$ cat src/rtl/uart_rx_pkg.sv
// Shared types and constants for the UART receive deframer.
package uart_rx_pkg;

    localparam int UART_DATA_W = 8;

    typedef enum logic [2:0] {
        IDLE   = 3'd0,
        START  = 3'd1,
        DATA   = 3'd2,
        PARITY = 3'd3,
        STOP   = 3'd4
    } rx_state_e;

    // An odd-parity frame has an odd number of ones across data and parity bit.
    function automatic logic parity_mismatch(input logic [UART_DATA_W-1:0] data,
                                             input logic                   par_bit,
                                             input logic                   odd);
        return ((^data) ^ par_bit) != odd;
    endfunction

endpackage

$ cat src/rtl/uart_rx_deframer_if.sv
// Byte stream handshake between the deframer (master) and the RX FIFO (slave).
interface uart_rx_deframer_if;
    import uart_rx_pkg::*;

    logic [UART_DATA_W-1:0] rx_data_o;
    logic                   rx_valid_o;
    logic                   rx_ready_i;

    modport master (output rx_data_o, output rx_valid_o, input rx_ready_i);
    modport slave  (input rx_data_o, input rx_valid_o, output rx_ready_i);
endinterface

$ cat src/rtl/uart_rx_sync.sv
// Multi-flop synchronizer for the async rx pin; resets to the idle-high line level.
module uart_rx_sync #(
    parameter int SYNC_STAGES = 2
) (
    input  logic clk_i,
    input  logic rst_i,
    input  logic rx_i,
    output logic rx_sync_o
);

    logic [SYNC_STAGES-1:0] sync_q;
    logic [SYNC_STAGES-1:0] sync_d;

    assign sync_d    = {sync_q[SYNC_STAGES-2:0], rx_i};
    assign rx_sync_o = sync_q[SYNC_STAGES-1];

    always_ff @(posedge clk_i or posedge rst_i) begin
        if (rst_i) sync_q <= '1;
        else       sync_q <= sync_d;
    end

endmodule

$ cat src/rtl/uart_rx_deframer.sv
// UART receive deframer: oversampled start/data/parity/stop recovery into a 1-entry holding register.
// Optional parity support is compiled in with `define UART_RX_PARITY_EN.
module uart_rx_deframer
    import uart_rx_pkg::*;
#(
    parameter int OVS         = 16,
    parameter int SYNC_STAGES = 2
) (
    input  logic                clk_i,
    input  logic                rst_i,
    input  logic                tick_i,
    input  logic                rx_i,
    input  logic                rx_en_i,
    input  logic                parity_en_i,
    input  logic                parity_odd_i,
    uart_rx_deframer_if.master  rx_if,
    output logic                busy_o,
    output logic                intr_frame_err_o,
    output logic                intr_parity_err_o,
    output logic                intr_break_err_o,
    output logic                intr_overflow_o
);

    localparam int              CNT_W    = $clog2(OVS);
    localparam logic [CNT_W-1:0] CNT_ONE  = CNT_W'(1);
    localparam logic [CNT_W-1:0] CNT_HALF = CNT_W'(OVS / 2);
    localparam logic [CNT_W-1:0] CNT_LAST = CNT_W'(OVS - 1);

    logic rx_s;
    logic par_en;

    uart_rx_sync #(.SYNC_STAGES(SYNC_STAGES)) u_sync (
        .clk_i     (clk_i),
        .rst_i     (rst_i),
        .rx_i      (rx_i),
        .rx_sync_o (rx_s)
    );

`ifdef UART_RX_PARITY_EN
    assign par_en = parity_en_i;
`else
    logic unused_parity_cfg;
    assign par_en            = 1'b0;
    assign unused_parity_cfg = parity_en_i ^ parity_odd_i;
`endif

    rx_state_e              state_q, state_d;
    logic [CNT_W-1:0]       cnt_q, cnt_d;
    logic [2:0]             bit_q, bit_d;
    logic [UART_DATA_W-1:0] shift_q, shift_d;
    logic                   rx_prev_q, rx_prev_d;
    logic                   par_bit_q, par_bit_d;
    logic                   par_err_q, par_err_d;
    logic [UART_DATA_W-1:0] data_q, data_d;
    logic                   valid_q, valid_d;
    logic                   frame_q, frame_d;
    logic                   parity_q, parity_d;
    logic                   break_q, break_d;
    logic                   ovf_q, ovf_d;
    logic                   done;
    logic                   stop_bit;

    always_ff @(posedge clk_i or posedge rst_i) begin
        if (rst_i) begin
            state_q   <= IDLE;
            cnt_q     <= '0;
            bit_q     <= '0;
            shift_q   <= '0;
            rx_prev_q <= 1'b1;
            par_bit_q <= 1'b0;
            par_err_q <= 1'b0;
            data_q    <= '0;
            valid_q   <= 1'b0;
            frame_q   <= 1'b0;
            parity_q  <= 1'b0;
            break_q   <= 1'b0;
            ovf_q     <= 1'b0;
        end else begin
            state_q   <= state_d;
            cnt_q     <= cnt_d;
            bit_q     <= bit_d;
            shift_q   <= shift_d;
            rx_prev_q <= rx_prev_d;
            par_bit_q <= par_bit_d;
            par_err_q <= par_err_d;
            data_q    <= data_d;
            valid_q   <= valid_d;
            frame_q   <= frame_d;
            parity_q  <= parity_d;
            break_q   <= break_d;
            ovf_q     <= ovf_d;
        end
    end

    always_comb begin
        state_d   = state_q;
        cnt_d     = cnt_q;
        bit_d     = bit_q;
        shift_d   = shift_q;
        par_bit_d = par_bit_q;
        par_err_d = par_err_q;
        done      = 1'b0;
        stop_bit  = 1'b1;
        // The previous level only advances on ticks, so a line still low after a
        // broken frame cannot be mistaken for a fresh falling edge.
        rx_prev_d = tick_i ? rx_s : rx_prev_q;

        if (tick_i) begin
            case (state_q)
                IDLE: begin
                    if (rx_en_i && !rx_s && rx_prev_q) begin
                        state_d   = START;
                        cnt_d     = CNT_ONE;
                        par_bit_d = 1'b0;
                        par_err_d = 1'b0;
                    end
                end
                START: begin
                    if (cnt_q == CNT_HALF) begin
                        cnt_d   = '0;
                        bit_d   = '0;
                        state_d = rx_s ? IDLE : DATA;
                    end else begin
                        cnt_d = cnt_q + CNT_ONE;
                    end
                end
                DATA: begin
                    if (cnt_q == CNT_LAST) begin
                        cnt_d          = '0;
                        shift_d[bit_q] = rx_s;
                        if (bit_q == 3'd7) state_d = par_en ? PARITY : STOP;
                        else               bit_d   = bit_q + 3'd1;
                    end else begin
                        cnt_d = cnt_q + CNT_ONE;
                    end
                end
`ifdef UART_RX_PARITY_EN
                PARITY: begin
                    if (cnt_q == CNT_LAST) begin
                        cnt_d     = '0;
                        par_bit_d = rx_s;
                        par_err_d = parity_mismatch(shift_q, rx_s, parity_odd_i);
                        state_d   = STOP;
                    end else begin
                        cnt_d = cnt_q + CNT_ONE;
                    end
                end
`endif
                STOP: begin
                    if (cnt_q == CNT_LAST) begin
                        cnt_d    = '0;
                        done     = 1'b1;
                        stop_bit = rx_s;
                        state_d  = IDLE;
                    end else begin
                        cnt_d = cnt_q + CNT_ONE;
                    end
                end
                default: state_d = IDLE;
            endcase
        end

        if (!rx_en_i) begin
            state_d = IDLE;
            cnt_d   = '0;
            done    = 1'b0;
        end

        // Holding register: a completed frame overwrites only if the slot is free or draining now.
        data_d   = data_q;
        valid_d  = valid_q;
        frame_d  = 1'b0;
        parity_d = 1'b0;
        break_d  = 1'b0;
        ovf_d    = 1'b0;
        if (valid_q && rx_if.rx_ready_i) valid_d = 1'b0;
        if (done) begin
            frame_d  = !stop_bit;
            break_d  = !stop_bit && (shift_q == '0) && !par_bit_q;
            parity_d = par_err_q;
            if (valid_q && !rx_if.rx_ready_i) begin
                ovf_d = 1'b1;
            end else begin
                data_d  = shift_q;
                valid_d = 1'b1;
            end
        end
    end

    always_comb begin
        busy_o            = (state_q != IDLE);
        rx_if.rx_data_o   = data_q;
        rx_if.rx_valid_o  = valid_q;
        intr_frame_err_o  = frame_q;
        intr_parity_err_o = parity_q;
        intr_break_err_o  = break_q;
        intr_overflow_o   = ovf_q;
    end

endmodule

$ cat src/flat_wrapper.sv
// flat-port wrapper written by rule: the top's interface ports become plain ports
module uart_rx_deframer_flat import uart_rx_pkg::*;
#(
    parameter int OVS         = 16,
    parameter int SYNC_STAGES = 2
)
  (clk_i, rst_i, tick_i, rx_i, rx_en_i, parity_en_i, parity_odd_i, busy_o, intr_frame_err_o, intr_parity_err_o, intr_break_err_o, intr_overflow_o, rx_if_rx_data_o, rx_if_rx_valid_o, rx_if_rx_ready_i);
  uart_rx_deframer_if rx_if_i ();
  input  logic clk_i;
  input  logic rst_i;
  input  logic tick_i;
  input  logic rx_i;
  input  logic rx_en_i;
  input  logic parity_en_i;
  input  logic parity_odd_i;
  output logic busy_o;
  output logic intr_frame_err_o;
  output logic intr_parity_err_o;
  output logic intr_break_err_o;
  output logic intr_overflow_o;
  output wire logic [$bits(rx_if_i.rx_data_o)-1:0] rx_if_rx_data_o;
  output wire logic [$bits(rx_if_i.rx_valid_o)-1:0] rx_if_rx_valid_o;
  input wire logic [$bits(rx_if_i.rx_ready_i)-1:0] rx_if_rx_ready_i;
  assign rx_if_rx_data_o = rx_if_i.rx_data_o;
  assign rx_if_rx_valid_o = rx_if_i.rx_valid_o;
  assign rx_if_i.rx_ready_i = rx_if_rx_ready_i;
  uart_rx_deframer #(.OVS(OVS), .SYNC_STAGES(SYNC_STAGES)) u_core (.clk_i(clk_i), .rst_i(rst_i), .tick_i(tick_i), .rx_i(rx_i), .rx_en_i(rx_en_i), .parity_en_i(parity_en_i), .parity_odd_i(parity_odd_i), .rx_if(rx_if_i), .busy_o(busy_o), .intr_frame_err_o(intr_frame_err_o), .intr_parity_err_o(intr_parity_err_o), .intr_break_err_o(intr_break_err_o), .intr_overflow_o(intr_overflow_o));
endmodule
$ cat config.mk
export PLATFORM = sky130hd
export DESIGN_NAME = uart_rx_deframer_flat
export DESIGN_NICKNAME = d
export VERILOG_FILES = /design/src/rtl/uart_rx_pkg.sv /design/src/rtl/uart_rx_deframer_if.sv /design/src/rtl/uart_rx_sync.sv /design/src/rtl/uart_rx_deframer.sv /design/src/flat_wrapper.sv
export SDC_FILE = /design/constraint.sdc
export NUM_CORES = 1
export LEC_CHECK = 0
export BUFFER_PORTS_ARGS = -buffer_cell sky130_fd_sc_hd__buf_2
export CAP_MARGIN = 30
export CORE_UTILIZATION = 25
export CTS_BUF_LIST = sky130_fd_sc_hd__clkbuf_8
export DETAILED_ROUTE_END_ITERATION = 8
export SKIP_LAST_GASP = 1
export SYNTH_ARGS = -nofsm -noshare
export SYNTH_HDL_FRONTEND = slang
export SYNTH_SLANG_ARGS = --single-unit
$ cat constraint.sdc
create_clock -name clk_i -period 2.76 [get_ports clk_i]
set_clock_uncertainty 0.05 [all_clocks]
set_input_delay 0.414 -clock clk_i [delete_from_list [all_inputs] [get_ports clk_i]]
set_output_delay 0.414 -clock clk_i [all_outputs]
set_load 0.01 [all_outputs]
==> results.tsv <==
stage	metric	value	unit
status	status	complete, no violations	
power	Max IR drop VDD	0.175	mV
clock_tree	Setup Fix Bufs, Post-CTS	0	
timing	Min Hold Slack	190	ps
timing	Final min period	2070	ps
yosys	dominant synthesized flop cell	dfrtp_1	
clock_tree	latest clock arrival within the worst-skew pair	280	ps
critical_path	Crit Path Class	reg2reg	
route	vias per inst	4.69	
route	drc violations	0	
critical_path	Crit Path Max Fanout	13	
timing	Fmax	484	MHz
yosys	mapped cell area	1640	sq um
yosys	Synth Warn #	0	
placement	Placed Area	1800	sq um
placement	port bufs	18	
clock_tree	CTS Buf Count	5	
final_layout	commonest non-fill, non-tap cell in the layout	dfrtp_1	
power	P per Cell Area	514	nW/um^2
final_layout	most frequent cells in the layout	30 x dfrtp_1, 18 x mux2_2, 18 x buf_2	
floorplanning	Die Ht	83.1	microns
clock_tree	CTS H-tree depth	2	
critical_path	CP arrival	2190	ps
global_routing	grt total ovfl	0	
final_layout	sequential cell area	830	sq um
clock_tree	CTS resizes	0	
power	Leak	0.000911	uW
yosys	Net Count, Synth	156	
yosys	Seq/Total Area, Yosys	50.5	%
floorplanning	core area	6350	sq um
floorplanning	# rows	29	
run	Max-Cap Viols	0	
clock_tree	Clk pin slew, worst setup/hold paths	70	ps
route	routed len/inst	12.5	microns
final_layout	ratio of cells with drive above 1 in the final layout	30.3	%
yosys	Mapped Cells	144	
timing	Fin. Hold Viols	0	
route	final WL	3010	microns
route	via count	1136	
critical_path	Crit. End Element	register	
yosys	synthesized area per cell	11.4	sq um
min_path	Hold/Removal Path Class	in2async	
clock_tree	Num Clock Sinks	33	
global_routing	initial antenna violation count	0	
clock_tree	Clock Tree Buf Depth	2	
critical_path	Startpoint Class	register	
yosys	number of synthesized flops with an enable pin	0	
global_routing	vias in the first global route	1129	
timing	setup TNS	0	ps
floorplanning	Die ar.	6900	sq um
global_routing	All-Layer GR Usage	10.1	%
yosys	Post-synth ARST share	100	%
final_layout	Area growth, synth to finish	14.4	%
yosys	post-synthesis register bit count	33	
timing	Max Slew Vio Count	0	
final_layout	Fillers	668	
critical_path	Required @ worst endpoint	2880	ps
clock_tree	Hold-fix buffers, CTS	0	
floorplanning	IO Count	22	
global_routing	largest net degree at the start of global routing	20	
final_layout	Multi-input gate area	739	sq um
route	DRT antenna net count	0	
route	1st-iter DRT viols	72	
timing	Slew HR	51.9	%
final_layout	antenna cells	0	
timing	unrepaired setup endpoints after global routing	false	
final_layout	fin area	1880	sq um
placement	post-DP HPWL	2170	microns
clock_tree	Clock Tree Root	clkbuf_8	
timing	endpoints failing setup	0	
timing	final period utilization	74.9	%
final_layout	nets	176	
floorplanning	initial core utilization	25.9	%
global_routing	first-pass GRT wire length	5530	microns
floorplanning	Die W	83.1	microns
clock_tree	CTS tree	yes	
route	First-pass DRT Iterations	4	
timing	Least-Margin Pin Slew	721	ps
yosys	unique cell type count in the Yosys netlist	42	
placement	GP Congestion	0.814	
## critical path, cell delays in order, from the launching register on
cell and delay [ps]:
dfrtp_1 580, or3b_1 410, or3_1 330, a21oi_2 240
mux2_1 340
## path summary, 6_finish.rpt
check / start / slack, ps / depth (start not counted) / endpoint
setup / recovery: u_core.state_q[1] / 690 / 4 / u_core.bit_q[0]
setup reg to reg: u_core.state_q[1] / 690 / 4 / u_core.bit_q[0]
max in group asynchronous: rst_i / 1780 / 3 / u_core.shift_q[4]
hold reg to reg: u_core.u_sync.sync_q[0] / 310 / 0 / u_core.u_sync.sync_q[1]
hold / removal: rst_i / 190 / 2 / u_core.rx_if.rx_data_o[4]
min in group clk_i: rx_i / 190 / 1 / u_core.u_sync.sync_q[0]
## cells in the mapped netlist, drive strengths merged (2+ instances only)
cell,number,area share (%)
or3b,2,1.1
buf,5,2.4
o22ai,2,0.76
ha,4,3.0
mux2,19,13
nor4,2,0.76
nor3,6,1.8
nor2b,3,1.1
nor2,6,1.4
clkbuf,2,0.46
dfstp,3,4.8
mux2i,6,3.7
nor3b,2,0.91
or3,3,1.1
and3,4,1.5
dfrtp,30,46
nand2,8,1.8
o21ai,4,1.2
nand3,5,1.5
inv,7,1.6
nand2b,3,1.1
## registers in the layout, indices dropped and copies added (netlist names)
signal and cells:
u_core.intr_frame_err_o 1, u_core.u_sync.sync_q 2, u_core.rx_if.rx_data_o 8, u_core.intr_overflow_o 1, u_core.shift_q 8, u_core.rx_prev_q 1, u_core.state_q 3, u_core.rx_if.rx_valid_o 1
u_core.cnt_q 4, u_core.bit_q 3, u_core.intr_break_err_o 1
## metrics by stage
step	setup slack, ps	util, %	instances	power (uW)
after floorplan	854	-	144	607
after detailed placement	711	28.3	234	635
after global routing	536	29.6	242	1030
after CTS	698	29.6	242	983
after global placement	724	28.3	234	632
final	692	29.6	242	966
## area by class of cell
| type | instances | share of cell area [%] |
|---|---|---|
| flip-flops and latches | 33 | 44.1 |
| multi-input cells | 97 | 39.3 |
| repair buffers | 20 | 5.59 |
| well taps | 77 | 5.13 |
| clock buffers | 5 | 3.66 |
| inverters | 7 | 1.40 |
| clock inverters | 3 | 0.732 |
## layer usage
layer,track usage (%),part of all wire (%),wire [microns],vias to the layer above
met1,13.1,49,1470,553
li1,-,-,-,557
met4,4.70,1.8,55,0
met3,3.98,5.7,171,6
met2,14.8,44,1320,20
met5,0,0,0,-
## cell families after synthesis
| kind of cell | share of synthesized area, % |
|---|---|
| AO/OA/AOI/OAI | 7.46 |
| XOR/XNOR | 1.07 |
| adder cells (fa/ha/maj) | 3.05 |
| buffers and inverters | 4.49 |
| flip-flops | 50.5 |
| multiplexers | 16.7 |
| other | 0.228 |
| AND/OR/NAND/NOR | 16.5 |
## where the power goes
part / switching, uW / internal, uW
clock network: 171 / 171
registers: 28.7 / 502
logic: 55.9 / 38.0
No activity file was read; power rests on OpenSTA's default activity.
